`src/rtl/id_ex_pipeline_reg_pkg.sv`:
```
// Shared control-signal definitions for the RV32I pipeline.
// Holds ALU op codes, operand/target selects and the ID/EX control bundle.
package id_ex_pipeline_reg_pkg;

    // ALU operation encoding
    localparam int ALU_CONTROL_WIDTH = 4;

    localparam logic [ALU_CONTROL_WIDTH-1:0] ALU_OP_ADD  = 4'b0000;
    localparam logic [ALU_CONTROL_WIDTH-1:0] ALU_OP_SUB  = 4'b0001;
    localparam logic [ALU_CONTROL_WIDTH-1:0] ALU_OP_AND  = 4'b0010;
    localparam logic [ALU_CONTROL_WIDTH-1:0] ALU_OP_OR   = 4'b0011;
    localparam logic [ALU_CONTROL_WIDTH-1:0] ALU_OP_XOR  = 4'b0100;
    localparam logic [ALU_CONTROL_WIDTH-1:0] ALU_OP_SLT  = 4'b0101;
    localparam logic [ALU_CONTROL_WIDTH-1:0] ALU_OP_SLTU = 4'b0110;
    localparam logic [ALU_CONTROL_WIDTH-1:0] ALU_OP_SLL  = 4'b0111;
    localparam logic [ALU_CONTROL_WIDTH-1:0] ALU_OP_SRL  = 4'b1000;
    localparam logic [ALU_CONTROL_WIDTH-1:0] ALU_OP_SRA  = 4'b1001;

    // Writeback result source
    localparam logic [1:0] RESULT_SRC_ALU = 2'b00;
    localparam logic [1:0] RESULT_SRC_MEM = 2'b01;
    localparam logic [1:0] RESULT_SRC_PC4 = 2'b10;

    // ALU operand A source
    typedef enum logic [1:0] {
        ALU_A_SRC_RS1  = 2'b00,
        ALU_A_SRC_PC   = 2'b01,
        ALU_A_SRC_ZERO = 2'b10
    } alu_a_src_sel_e;

    // Branch/jump target adder base
    typedef enum logic {
        PC_TARGET_SRC_PC_PLUS_IMM  = 1'b0,
        PC_TARGET_SRC_RS1_PLUS_IMM = 1'b1
    } pc_target_src_sel_e;

    // Control bundle carried from decode into execute
    typedef struct packed {
        logic                         valid;
        logic                         reg_write;
        logic [1:0]                   result_src;
        logic                         mem_write;
        logic                         jump;
        logic                         branch;
        logic                         alu_src;
        logic [ALU_CONTROL_WIDTH-1:0] alu_control;
        logic [2:0]                   funct3;
        alu_a_src_sel_e               op_a_sel;
        pc_target_src_sel_e           pc_target_src_sel;
    } id_ex_ctrl_t;

    // A harmless no-op: nothing written, no redirect, ALU adds rs1+rs2
    localparam id_ex_ctrl_t ID_EX_CTRL_BUBBLE = '{
        valid:             1'b0,
        reg_write:         1'b0,
        result_src:        RESULT_SRC_ALU,
        mem_write:         1'b0,
        jump:              1'b0,
        branch:            1'b0,
        alu_src:           1'b0,
        alu_control:       ALU_OP_ADD,
        funct3:            3'b000,
        op_a_sel:          ALU_A_SRC_RS1,
        pc_target_src_sel: PC_TARGET_SRC_PC_PLUS_IMM
    };

    // Strip architectural side effects from an entry that is not valid
    function automatic id_ex_ctrl_t ctrl_squash(input id_ex_ctrl_t c);
        id_ex_ctrl_t r;
        r = c;
        if (!c.valid) begin
            r.reg_write = 1'b0;
            r.mem_write = 1'b0;
            r.jump      = 1'b0;
            r.branch    = 1'b0;
        end
        return r;
    endfunction

endpackage

```
`src/rtl/id_ex_pipeline_reg_pipe_stage_reg.sv`:
```
// Generic pipeline register with synchronous reset, clear and enable.
// Reset and clear both load RESET_VAL; clear outranks enable.
module pipe_stage_reg #(
    parameter int               WIDTH     = 1,
    parameter logic [WIDTH-1:0] RESET_VAL = '0
) (
    input  logic             clk,
    input  logic             rst,
    input  logic             i_clear,
    input  logic             i_en,
    input  logic [WIDTH-1:0] i_d,
    output logic [WIDTH-1:0] o_q
);

    logic [WIDTH-1:0] r_q;

    // Priority: reset, then clear, then enabled load, else hold
    always_ff @(posedge clk) begin
        if (rst || i_clear) begin
            r_q <= RESET_VAL;
        end else if (i_en) begin
            r_q <= i_d;
        end
    end

    assign o_q = r_q;

endmodule

```
`src/rtl/id_ex_pipeline_reg.sv`:
```
// Decode-to-execute pipeline register of the 5-stage RV32I core.
// Splits state into a control bundle (bubble on reset/flush) and data.
module id_ex_pipeline_reg
    import id_ex_pipeline_reg_pkg::*;
#(
    parameter int DATA_WIDTH     = 32,
    parameter int REG_ADDR_WIDTH = 5
) (
    input  logic                         clk,
    input  logic                         rst,
    input  logic                         stall_e_i,
    input  logic                         flush_e_i,
    input  logic                         valid_d_i,
    input  logic                         reg_write_d_i,
    input  logic [1:0]                   result_src_d_i,
    input  logic                         mem_write_d_i,
    input  logic                         jump_d_i,
    input  logic                         branch_d_i,
    input  logic                         alu_src_d_i,
    input  logic [ALU_CONTROL_WIDTH-1:0] alu_control_d_i,
    input  logic [2:0]                   funct3_d_i,
    input  alu_a_src_sel_e               op_a_sel_d_i,
    input  pc_target_src_sel_e           pc_target_src_sel_d_i,
    input  logic [DATA_WIDTH-1:0]        rd1_d_i,
    input  logic [DATA_WIDTH-1:0]        rd2_d_i,
    input  logic [DATA_WIDTH-1:0]        imm_ext_d_i,
    input  logic [DATA_WIDTH-1:0]        pc_d_i,
    input  logic [DATA_WIDTH-1:0]        pc_plus4_d_i,
    input  logic [REG_ADDR_WIDTH-1:0]    rs1_d_i,
    input  logic [REG_ADDR_WIDTH-1:0]    rs2_d_i,
    input  logic [REG_ADDR_WIDTH-1:0]    rd_d_i,
    output logic                         valid_e_o,
    output logic                         reg_write_e_o,
    output logic [1:0]                   result_src_e_o,
    output logic                         mem_write_e_o,
    output logic                         jump_e_o,
    output logic                         branch_e_o,
    output logic                         alu_src_e_o,
    output logic [ALU_CONTROL_WIDTH-1:0] alu_control_e_o,
    output logic [2:0]                   funct3_e_o,
    output alu_a_src_sel_e               op_a_sel_e_o,
    output pc_target_src_sel_e           pc_target_src_sel_e_o,
    output logic [DATA_WIDTH-1:0]        rd1_e_o,
    output logic [DATA_WIDTH-1:0]        rd2_e_o,
    output logic [DATA_WIDTH-1:0]        imm_ext_e_o,
    output logic [DATA_WIDTH-1:0]        pc_e_o,
    output logic [DATA_WIDTH-1:0]        pc_plus4_e_o,
    output logic [REG_ADDR_WIDTH-1:0]    rs1_e_o,
    output logic [REG_ADDR_WIDTH-1:0]    rs2_e_o,
    output logic [REG_ADDR_WIDTH-1:0]    rd_e_o
);

    localparam int CTRL_W = $bits(id_ex_ctrl_t);
    localparam int DATA_W = 5 * DATA_WIDTH + 3 * REG_ADDR_WIDTH;

    id_ex_ctrl_t       w_ctrl_raw;
    id_ex_ctrl_t       w_ctrl_d;
    id_ex_ctrl_t       w_ctrl_e;
    logic [DATA_W-1:0] w_data_d;
    logic [DATA_W-1:0] w_data_e;
    logic              w_en;

    assign w_en = ~stall_e_i;

    assign w_ctrl_raw = '{
        valid:             valid_d_i,
        reg_write:         reg_write_d_i,
        result_src:        result_src_d_i,
        mem_write:         mem_write_d_i,
        jump:              jump_d_i,
        branch:            branch_d_i,
        alu_src:           alu_src_d_i,
        alu_control:       alu_control_d_i,
        funct3:            funct3_d_i,
        op_a_sel:          op_a_sel_d_i,
        pc_target_src_sel: pc_target_src_sel_d_i
    };

    // Invalid entries may not write, store or redirect downstream
    assign w_ctrl_d = ctrl_squash(w_ctrl_raw);

    assign w_data_d = {
        rd1_d_i,
        rd2_d_i,
        imm_ext_d_i,
        pc_d_i,
        pc_plus4_d_i,
        rs1_d_i,
        rs2_d_i,
        rd_d_i
    };

    pipe_stage_reg #(
        .WIDTH     (CTRL_W),
        .RESET_VAL (ID_EX_CTRL_BUBBLE)
    ) u_ctrl_reg (
        .clk     (clk),
        .rst     (rst),
        .i_clear (flush_e_i),
        .i_en    (w_en),
        .i_d     (w_ctrl_d),
        .o_q     (w_ctrl_e)
    );

    pipe_stage_reg #(
        .WIDTH     (DATA_W),
        .RESET_VAL ('0)
    ) u_data_reg (
        .clk     (clk),
        .rst     (rst),
        .i_clear (flush_e_i),
        .i_en    (w_en),
        .i_d     (w_data_d),
        .o_q     (w_data_e)
    );

    assign valid_e_o             = w_ctrl_e.valid;
    assign reg_write_e_o         = w_ctrl_e.reg_write;
    assign result_src_e_o        = w_ctrl_e.result_src;
    assign mem_write_e_o         = w_ctrl_e.mem_write;
    assign jump_e_o              = w_ctrl_e.jump;
    assign branch_e_o            = w_ctrl_e.branch;
    assign alu_src_e_o           = w_ctrl_e.alu_src;
    assign alu_control_e_o       = w_ctrl_e.alu_control;
    assign funct3_e_o            = w_ctrl_e.funct3;
    assign op_a_sel_e_o          = w_ctrl_e.op_a_sel;
    assign pc_target_src_sel_e_o = w_ctrl_e.pc_target_src_sel;

    assign {
        rd1_e_o,
        rd2_e_o,
        imm_ext_e_o,
        pc_e_o,
        pc_plus4_e_o,
        rs1_e_o,
        rs2_e_o,
        rd_e_o
    } = w_data_e;

endmodule

```
`config.mk`:
```
export PLATFORM = sky130hd
export DESIGN_NAME = id_ex_pipeline_reg
export DESIGN_NICKNAME = d
export VERILOG_FILES = /design/src/rtl/id_ex_pipeline_reg_pkg.sv /design/src/rtl/id_ex_pipeline_reg_pipe_stage_reg.sv /design/src/rtl/id_ex_pipeline_reg.sv
export SDC_FILE = /design/constraint.sdc
export NUM_CORES = 1
export LEC_CHECK = 0
export CAP_MARGIN = 20
export CORE_AREA = 2 2 149 151
export DETAILED_ROUTE_END_ITERATION = 6
export DIE_AREA = 0 0 151 153
export PLACE_DENSITY = 0.7
export SYNTH_ARGS = -nofsm -noshare
export SYNTH_HDL_FRONTEND = slang
export SYNTH_SLANG_ARGS = --single-unit
```
`constraint.sdc`:
```
create_clock -name clk -period 2.7 [get_ports clk]
set_clock_uncertainty 0.1 [all_clocks]
set_input_delay 0.54 -clock clk [delete_from_list [all_inputs] [get_ports clk]]
set_output_delay 0.54 -clock clk [all_outputs]
set_load 0.03 [all_outputs]
```
* Yosys cells after proc, flatten, opt, wreduce, memory -nomap -nowiden
Index checks and enable logic that the tools add are counted.
** Cells by class
- Add/sub/neg operators :: 0
- Multipliers :: 0
- Div/mod/pow operators :: 0
- Order comparisons :: 0
- Eq/ne operators :: 0
- Shift operators :: 0
- Mux-type cells :: 2
- Bitwise operators :: 0
- Reductions and logical operators :: 1
** Operators with widths (number)
- $mux 3 :: 1
- $logic_or 1x1->1 :: 1
- $mux 1 :: 1
** Storage, ports and cells
- Register bits after elaboration :: 193
- Latch bits :: 0
- RAM bits :: 0
- ROM bits :: 0
- Output and inout bits :: 193
- Word-level logic and storage cells :: 5
- Memories kept :: 0

* Longest topological paths before layout
Gate-level depths: netlist (run 1).
- Word-level depth :: 1
- Mapped depth :: 5
- Mapped depth without buffers :: 2

* Modules after synthesis
A second synthesis (run 1) with hierarchy kept.
** Second synthesis, totals
- Cell total of the unflattened synthesis :: 630
- Area, all modules :: 7030.5 um^2
** Modules (own cells, without submodules)
- pipe_stage_reg at u_data_reg :: instances 1, cells each 566, area an instance 6338.6 um^2
- pipe_stage_reg at u_ctrl_reg :: instances 1, cells each 59, area an instance 663.1 um^2
- id_ex_pipeline_reg :: instances 1, cells each 5, area an instance 28.8 um^2

* Least setup slack after synthesis (run 1)
No wires, ideal clock.
- Path type :: in2reg
- Start point :: input stall_e_i
- End point :: register u_data_reg.r_q[145] (netlist: u_data_reg.o_q[145])
- Library setup time :: 115 ps
- Arrival time :: 1202 ps
- Data required time :: 2485 ps
- Setup slack :: 1283 ps
- Cell stages on the path :: 5
- Path buffers :: 3
- Path through :: buf_4 buf_6 buf_4 mux2i_1 nor2_1
** RTL lines
- start: declaration :: line id_ex_pipeline_reg.sv:11 : input logic stall_e_i,
- end signal: assignment :: line id_ex_pipeline_reg_pipe_stage_reg.sv:22 : r_q <= i_d;
- end: declaration :: line id_ex_pipeline_reg_pipe_stage_reg.sv:15 : logic [WIDTH-1:0] r_q;

* Worst setup path in the final report (run 1)
- Start point :: register u_data_reg.r_q[21] (netlist: u_data_reg.o_q[21])
- End point :: output pc_plus4_e_o[6]
** RTL lines
- end: declaration :: line id_ex_pipeline_reg.sv:47 : output logic [DATA_WIDTH-1:0] pc_plus4_e_o,
No word-level cell between the ends.

==> out/summary.log, run 1 <==
INFO  status         status=complete, no violations
INFO  finish         final_layout_size_suffix_gt1_share=7.890%
INFO  worst_setup_path reg2reg_depth=2
INFO  route          route.antenna.remaining_nets=0
INFO  place          hpwlAfterDp=15020µm
INFO  worst_setup_path path_class=reg2out
INFO  floorplan      initial_core_util=32.83%
INFO  pwr            pwr_density_cell=553.5nW/µm²
INFO  logic_synthesis yosys.area_share.xor_xnor=0%
INFO  logic_synthesis netlist.top_cell.by_area=dfxtp_1
INFO  sta            setup-tns-final=0ps
INFO  worst_setup_path cpPeakStageDelay=750ps
INFO  sta            tightestPinTransition=458.4ps
INFO  floorplan      fp.coreArea=21490µm²
INFO  sta            timing.final.setup_violations=0
INFO  global_routing grt_util_all_layers=16.94%
INFO  worst_hold_path hold_path.startpoint=u_ctrl_reg.o_q[16]$_SDFFE_PP0N_
INFO  sta            grt_setup_unrepaired=no
INFO  global_routing number_of_global_route_vias_before_repair=5554
INFO  clocking       post-cts-setup-buffers=0
INFO  logic_synthesis yosys_warnings=0
INFO  sta            finalWorstSetupSlack=558.0ps
INFO  route          via_count=5651
INFO  sta            hold_viol=0
INFO  worst_setup_path timing.critical_path.arrival=1500ps
INFO  global_routing grt_pass1_wl=30500µm
INFO  finish         mostFrequentLayoutCells=clkdlybuf4s50_1 (388), dfxtp_1 (193), mux2i_1 (189), nor2_1 (151), nor2_2 (38)
INFO  pwr            max-vdd-ir-drop=0.3856mV
INFO  sta            period_needed=2142ps
INFO  worst_setup_path top_family_by_delay_on_critical_path=buffers and inverters
INFO  sta            report.final.slew_viol_count=0
INFO  clocking       ctsHtreeMaxLevel=4
INFO  sta            timing.fmax=466.8MHz
INFO  worst_setup_path timing.critical_path.from_type=flip-flop
INFO  worst_setup_path worst_r2r_endpoint=u_data_reg.o_q[90]$_SDFFE_PP0N_
INFO  sta            remaining_max_slew_budget_at_the_tightest_pin=69.44%
INFO  worst_hold_path hold-path-cell-count=2
INFO  route          post_drt_wl_per_cell=15.70µm
INFO  job            timing.max_cap.violations=0
INFO  clocking       cts_made_buffers=17
INFO  finish         insertedDiodeCount=0
INFO  clocking       cts.sink_count=193
INFO  finish         fin_nets=1199
INFO  clocking       clock_latency=410ps
INFO  place          gp_congestion=0.7574
INFO  logic_synthesis syn_nets=825
INFO  logic_synthesis seq_area_frac_synth=54.78%
INFO  finish         combined_area_of_the_multi_input_logic_cells=2770µm²
INFO  global_routing largest_net_degree_at_the_start_of_global_routing=80
INFO  route          post_drt_via_cell_ratio=4.367
INFO  worst_setup_path worst-path-max-fanout=2
INFO  worst_hold_path hp-class=reg2reg
INFO  route          dr.pass1.iters=4
INFO  logic_synthesis synth_compound_gate_area_share=0.2838%
INFO  clocking       clk_root_buffer_cell=clkbuf_16
INFO  place          port_buffers=389
INFO  logic_synthesis synthesis.instances=628
INFO  logic_synthesis post_synth.cell_area_avg=11.23µm²
INFO  floorplan      floorplan.io_pins=390
INFO  worst_setup_path critPathBufInv=1
INFO  logic_synthesis synth-simple-area-share=12.13%
INFO  worst_setup_path slowest_stage=clkdlybuf4s50_1
INFO  place          preCtsSetupSlack=810.3ps
INFO  route          drc=0
INFO  global_routing antenna_found_initial=0
INFO  finish         layout.cells.most_common=clkdlybuf4s50_1
INFO  pwr            total_leakage_power=4.721nW
INFO  finish         seq_area=3864µm²
INFO  logic_synthesis synth.ff_latch_count=193
INFO  logic_synthesis netlist_area=7053µm²
INFO  floorplan      placement_rows=54
INFO  clocking       clock_tree.buffer_depth=2
INFO  global_routing remaining_global_route_overflow=0
INFO  worst_setup_path critical_path.endpoint_type=output pin
INFO  sta            timing.final.crit_share=79.33%
INFO  logic_synthesis combinational_family_with_the_most_area_after_synthesis=multiplexers
INFO  worst_setup_path crit_path_cell_trace=clkdlybuf4s50_1
INFO  route          first_iter_violations=120
INFO  floorplan      fp.dieH=153µm
INFO  clocking       post_cts_resized=0
INFO  logic_synthesis ys_top_cells_by_area=dfxtp_1 (55%), mux2i_1 (27%), nor2_1 (8.0%), buf_6 (4.9%), nor2_2 (3.4%)
INFO  worst_setup_path crit_path_start=u_data_reg.o_q[21]$_SDFFE_PP0N_
INFO  worst_setup_path worst_ep_required_time=2060ps
INFO  logic_synthesis synth.distinct_cells=12
INFO  sta            final.hold.worst_slack=365.5ps
INFO  worst_hold_path min_delay_worst_endpoint=u_ctrl_reg.o_q[16]$_SDFFE_PP0N_
INFO  clocking       post_cts_hold_buffer_count=0
INFO  worst_setup_path setup.reg_to_reg.worst_slack=1950ps
INFO  finish         n_fill_cell=1967
INFO  clocking       cts_tree=built
INFO  worst_setup_path reg2reg_from=u_data_reg.o_q[90]$_SDFFE_PP0N_
INFO  logic_synthesis synth_mux_area_share=26.82%
INFO  floorplan      horizontal_extent_of_the_die=151µm
INFO  route          routed_wl=20310µm
INFO  logic_synthesis synthAdderAreaFrac=0%
INFO  clocking       clk_pin_slew_worst_paths=70ps
INFO  finish         area_growth=64.22%
INFO  finish         final_core_util=53.91%
INFO  floorplan      die_area=23100µm²
INFO  logic_synthesis post-synth-top-area-fraction=54.78%
final cells by class:
class	count	share of cell area [%]
clock buffers	18	3.705
clock inverters	13	1.037
multi-input cells	391	23.92
flip-flops and latches	193	33.36
well taps	280	3.025
repair buffers	399	34.96
cell usage after synthesis, drive strengths merged:
cell type	instances
nand2	4
or2	1
clkbuf	2
nand3b	4
dfxtp	193
nor2	189
mux2i	189
buf	42
a21oi	4
registers in the layout, summed over array words and instances, names as in the netlist:
signal and count:
u_ctrl_reg.o_q 18, u_data_reg.o_q 175
logic make-up after synthesis:
group	Yosys count
flops	193
mux	189
simple gates	198
compound gates	4
buf+inv	44
power by group:
group          internal, mW  switching (mW)  total [mW]
clock network          1.22            1.17        2.39
logic                 0.561           0.476        1.04
registers              2.94          0.0470        2.99
how the worst max path moves through the flow:
stage	endpoint	cells past startpoint
after global placement	u_data_reg.o_q[45]$_SDFFE_PP0N_	4
final	pc_plus4_e_o[6]	1
after detailed placement	u_data_reg.o_q[43]$_SDFFE_PP0N_	4
after CTS	imm_ext_e_o[10]	1
after global routing	imm_ext_e_o[11]	1
after floorplan	u_data_reg.o_q[145]$_SDFFE_PP0N_	5
per-layer routing:
metal,part of all wire [%],GRT usage [%]
met5,0,0
met4,1.7,4.406
met3,9.4,6.776
met2,49,29.63
met1,40,19.06
metrics by stage:
stage          instance area (µm²)  power (mW)  std cells
2_1_floorplan                 7053       3.587        628
3_3_place_gp                 11030       4.086       1263
3_5_place_dp                 11030       4.096       1263
4_1_cts                      11580       6.508       1294
5_1_grt                      11580       6.710       1294
6_report                     11580       6.410       1294
worst reg2reg max path, cell delays in order (launching register included):
cell and delay (ps):
dfxtp_1 330, mux2i_1 150, nor2_1 50
Power figures use the tool's default switching activity.
==> run 2: changes to the inputs <==
CORE_AREA = 2 2 150 152   (was 2 2 149 151)
DIE_AREA = 0 0 152 154   (was 0 0 151 153)
PLACE_DENSITY = 0.69   (was 0.7)
clock period = 2.2 ns   (was 2.7 ns; I/O delays follow)
==> run 2 against run 1 <==
Cell count increased by 0.70%; first-iteration DRC count is 54% higher; critical path depth unchanged; power is 24% higher; largest power group unchanged; clock power rose by 26%; wire length is essentially flat; via count up 1.2%; register-to-register slack got worse by 520 ps.
==> out/summary.log, run 2 (synthesis gave the netlist of run 1 again) <==
INFO  place          port_buffers=389
INFO  worst_setup_path critPathBufInv=1
INFO  route          via_count=5719
INFO  route          drc=0
INFO  pwr            pwr_density_cell=680.5nW/µm²
INFO  route          post_drt_via_cell_ratio=4.389
INFO  sta            finalWorstSetupSlack=146.5ps
INFO  finish         insertedDiodeCount=0
INFO  finish         seq_area=3864µm²
INFO  place          preCtsSetupSlack=292.4ps
INFO  global_routing grt_pass1_wl=31190µm
INFO  sta            timing.final.crit_share=93.34%
INFO  clocking       post-cts-setup-buffers=0
INFO  finish         mostFrequentLayoutCells=clkdlybuf4s50_1 (388), dfxtp_1 (193), mux2i_1 (189), nor2_1 (151), nor2_2 (38)
INFO  global_routing grt_util_all_layers=16.75%
INFO  place          hpwlAfterDp=15070µm
INFO  worst_setup_path path_class=reg2out
INFO  floorplan      horizontal_extent_of_the_die=152µm
INFO  global_routing largest_net_degree_at_the_start_of_global_routing=66
INFO  clocking       ctsHtreeMaxLevel=4
INFO  floorplan      placement_rows=54
INFO  clocking       cts_tree=built
INFO  global_routing remaining_global_route_overflow=0
INFO  clocking       clock_tree.buffer_depth=2
INFO  pwr            max-vdd-ir-drop=0.4321mV
INFO  clocking       clk_pin_slew_worst_paths=80ps
INFO  clocking       cts.sink_count=193
INFO  finish         finish.cell_count_without_fillers=1303
INFO  clocking       clock_latency=420ps
INFO  finish         layout.cells.most_common=clkdlybuf4s50_1
INFO  sta            tightestPinTransition=397.9ps
INFO  job            timing.max_cap.violations=0
INFO  worst_setup_path slowest_stage=clkdlybuf4s50_1
INFO  pwr            power.switching=2.095mW
INFO  floorplan      floorplan.io_pins=390
INFO  finish         area_growth=65.92%
INFO  pwr            power.share.combinational=16.2%
INFO  place          dpl_cell_area=11130µm²
INFO  finish         combined_area_of_the_multi_input_logic_cells=2770µm²
INFO  floorplan      initial_core_util=32.52%
INFO  finish         largest_reg_flops=175
INFO  worst_setup_path timing.critical_path.arrival=1510ps
INFO  worst_setup_path worst-path-max-fanout=2
INFO  pwr            switching_share=26.31%
INFO  sta            report.final.slew_viol_count=0
INFO  route          first_iter_violations=185
INFO  worst_hold_path hp-class=in2reg
INFO  route          dr.pass1.iters=4
INFO  route          routed_wl=20300µm
INFO  pwr            power=7.964mW
INFO  worst_setup_path cpPeakStageDelay=690ps
INFO  sta            setup-tns-final=0ps
INFO  place          place.detailed.instances=1271
INFO  finish         fin_nets=1207
INFO  global_routing number_of_global_route_vias_before_repair=5610
INFO  floorplan      fp.dieH=154µm
INFO  clocking       clk_root_buffer_cell=clkbuf_16
INFO  route          route.antenna.remaining_nets=0
INFO  clocking       post_cts_hold_buffer_count=0
INFO  clocking       post_cts_resized=0
INFO  sta            grt_setup_unrepaired=no
INFO  route          post_drt_wl_per_cell=15.58µm
INFO  pwr            total_leakage_power=4.791nW
INFO  worst_setup_path timing.critical_path.from_type=flip-flop
INFO  pwr            cellInternalPower=5.869mW
INFO  status         status=complete, no violations
INFO  finish         final_layout_size_suffix_gt1_share=8.700%
INFO  sta            timing.final.setup_violations=0
INFO  worst_setup_path crit_path_cell_trace=clkdlybuf4s50_1
INFO  finish         n_fill_cell=1932
INFO  place          gp_congestion=0.7645
INFO  worst_setup_path worst_ep_required_time=1660ps
INFO  finish         design_area_final=11700µm²
INFO  sta            timing.fmax=487.0MHz
INFO  pwr            flop_pwr_share=46.0%
INFO  sta            remaining_max_slew_budget_at_the_tightest_pin=73.39%
INFO  pwr            clock_power_share=37.8%
INFO  worst_setup_path top_family_by_delay_on_critical_path=buffers and inverters
INFO  worst_setup_path critical_path.endpoint_type=output pin
INFO  sta            period_needed=2053ps
INFO  global_routing antenna_found_initial=0
INFO  floorplan      fp.coreArea=21690µm²
INFO  clocking       cts_made_buffers=17
INFO  sta            hold_viol=0
INFO  floorplan      die_area=23410µm²
## run 2: cell types whose count changed in the layout (fill, tap and decap cells not counted), sizes merged
| cell | change |
|---|---|
| buf | +8 |
| clkbuf | +2 |
| clkinv | +5 |
| clkinvlp | -2 |
| inv | -4 |
## run 2: cell type report
type	count	share of cell area [%]
clock buffer	20	3.902
clock inverter	12	0.9836
multi-input combinational	391	23.67
sequential	193	33.02
tap	280	2.994
timing repair buffer	407	35.43
## run 2: through the flow
stage	util [%]	hold WS, ps
global route	53.96	343.4
detailed placement	51.32	351.6
floorplan	-	483.9
global placement	51.32	346.8
CTS	53.96	327.6
finish	53.96	345.9
## run 2: final timing paths
check / endpoint / slack [ps] / cells after the start / start
worst max-delay path: rs2_e_o[3] / 150 / 1 / u_data_reg.o_q[8]$_SDFFE_PP0N_
worst min-delay path: u_data_reg.o_q[39]$_SDFFE_PP0N_ / 350 / 3 / stall_e_i
worst min register to register: u_ctrl_reg.o_q[11]$_SDFFE_PP0N_ / 360 / 2 / u_ctrl_reg.o_q[11]$_SDFFE_PP0N_
worst max register to register: u_data_reg.o_q[8]$_SDFFE_PP0N_ / 1430 / 2 / u_data_reg.o_q[8]$_SDFFE_PP0N_
## run 2: power groups by stage
stage	logic [mW]	clock network (mW)	registers, mW
after global routing	1.37	3.26	3.68
after global placement	1.29	0	3.74
after CTS	1.30	3.12	3.67
after detailed placement	1.30	0	3.75
final	1.29	3.01	3.66
after floorplan	0.434	0	3.97
## run 2: layer usage
layer | share of wire [%] | global-route usage, % | vias to the layer above
li1 | - | - | 2838
met3 | 8.3 | 6.764 | 22
met1 | 42 | 19.28 | 2617
met4 | 1.9 | 5.251 | 0
met2 | 48 | 28.53 | 242
met5 | 0 | 0 | -
==> run 3: changes to the inputs <==
TNS_END_PERCENT = 10   (was default)
==> results of run 3 <==
Same layout as run 2: the final DEF is identical, and so are final timing and power.
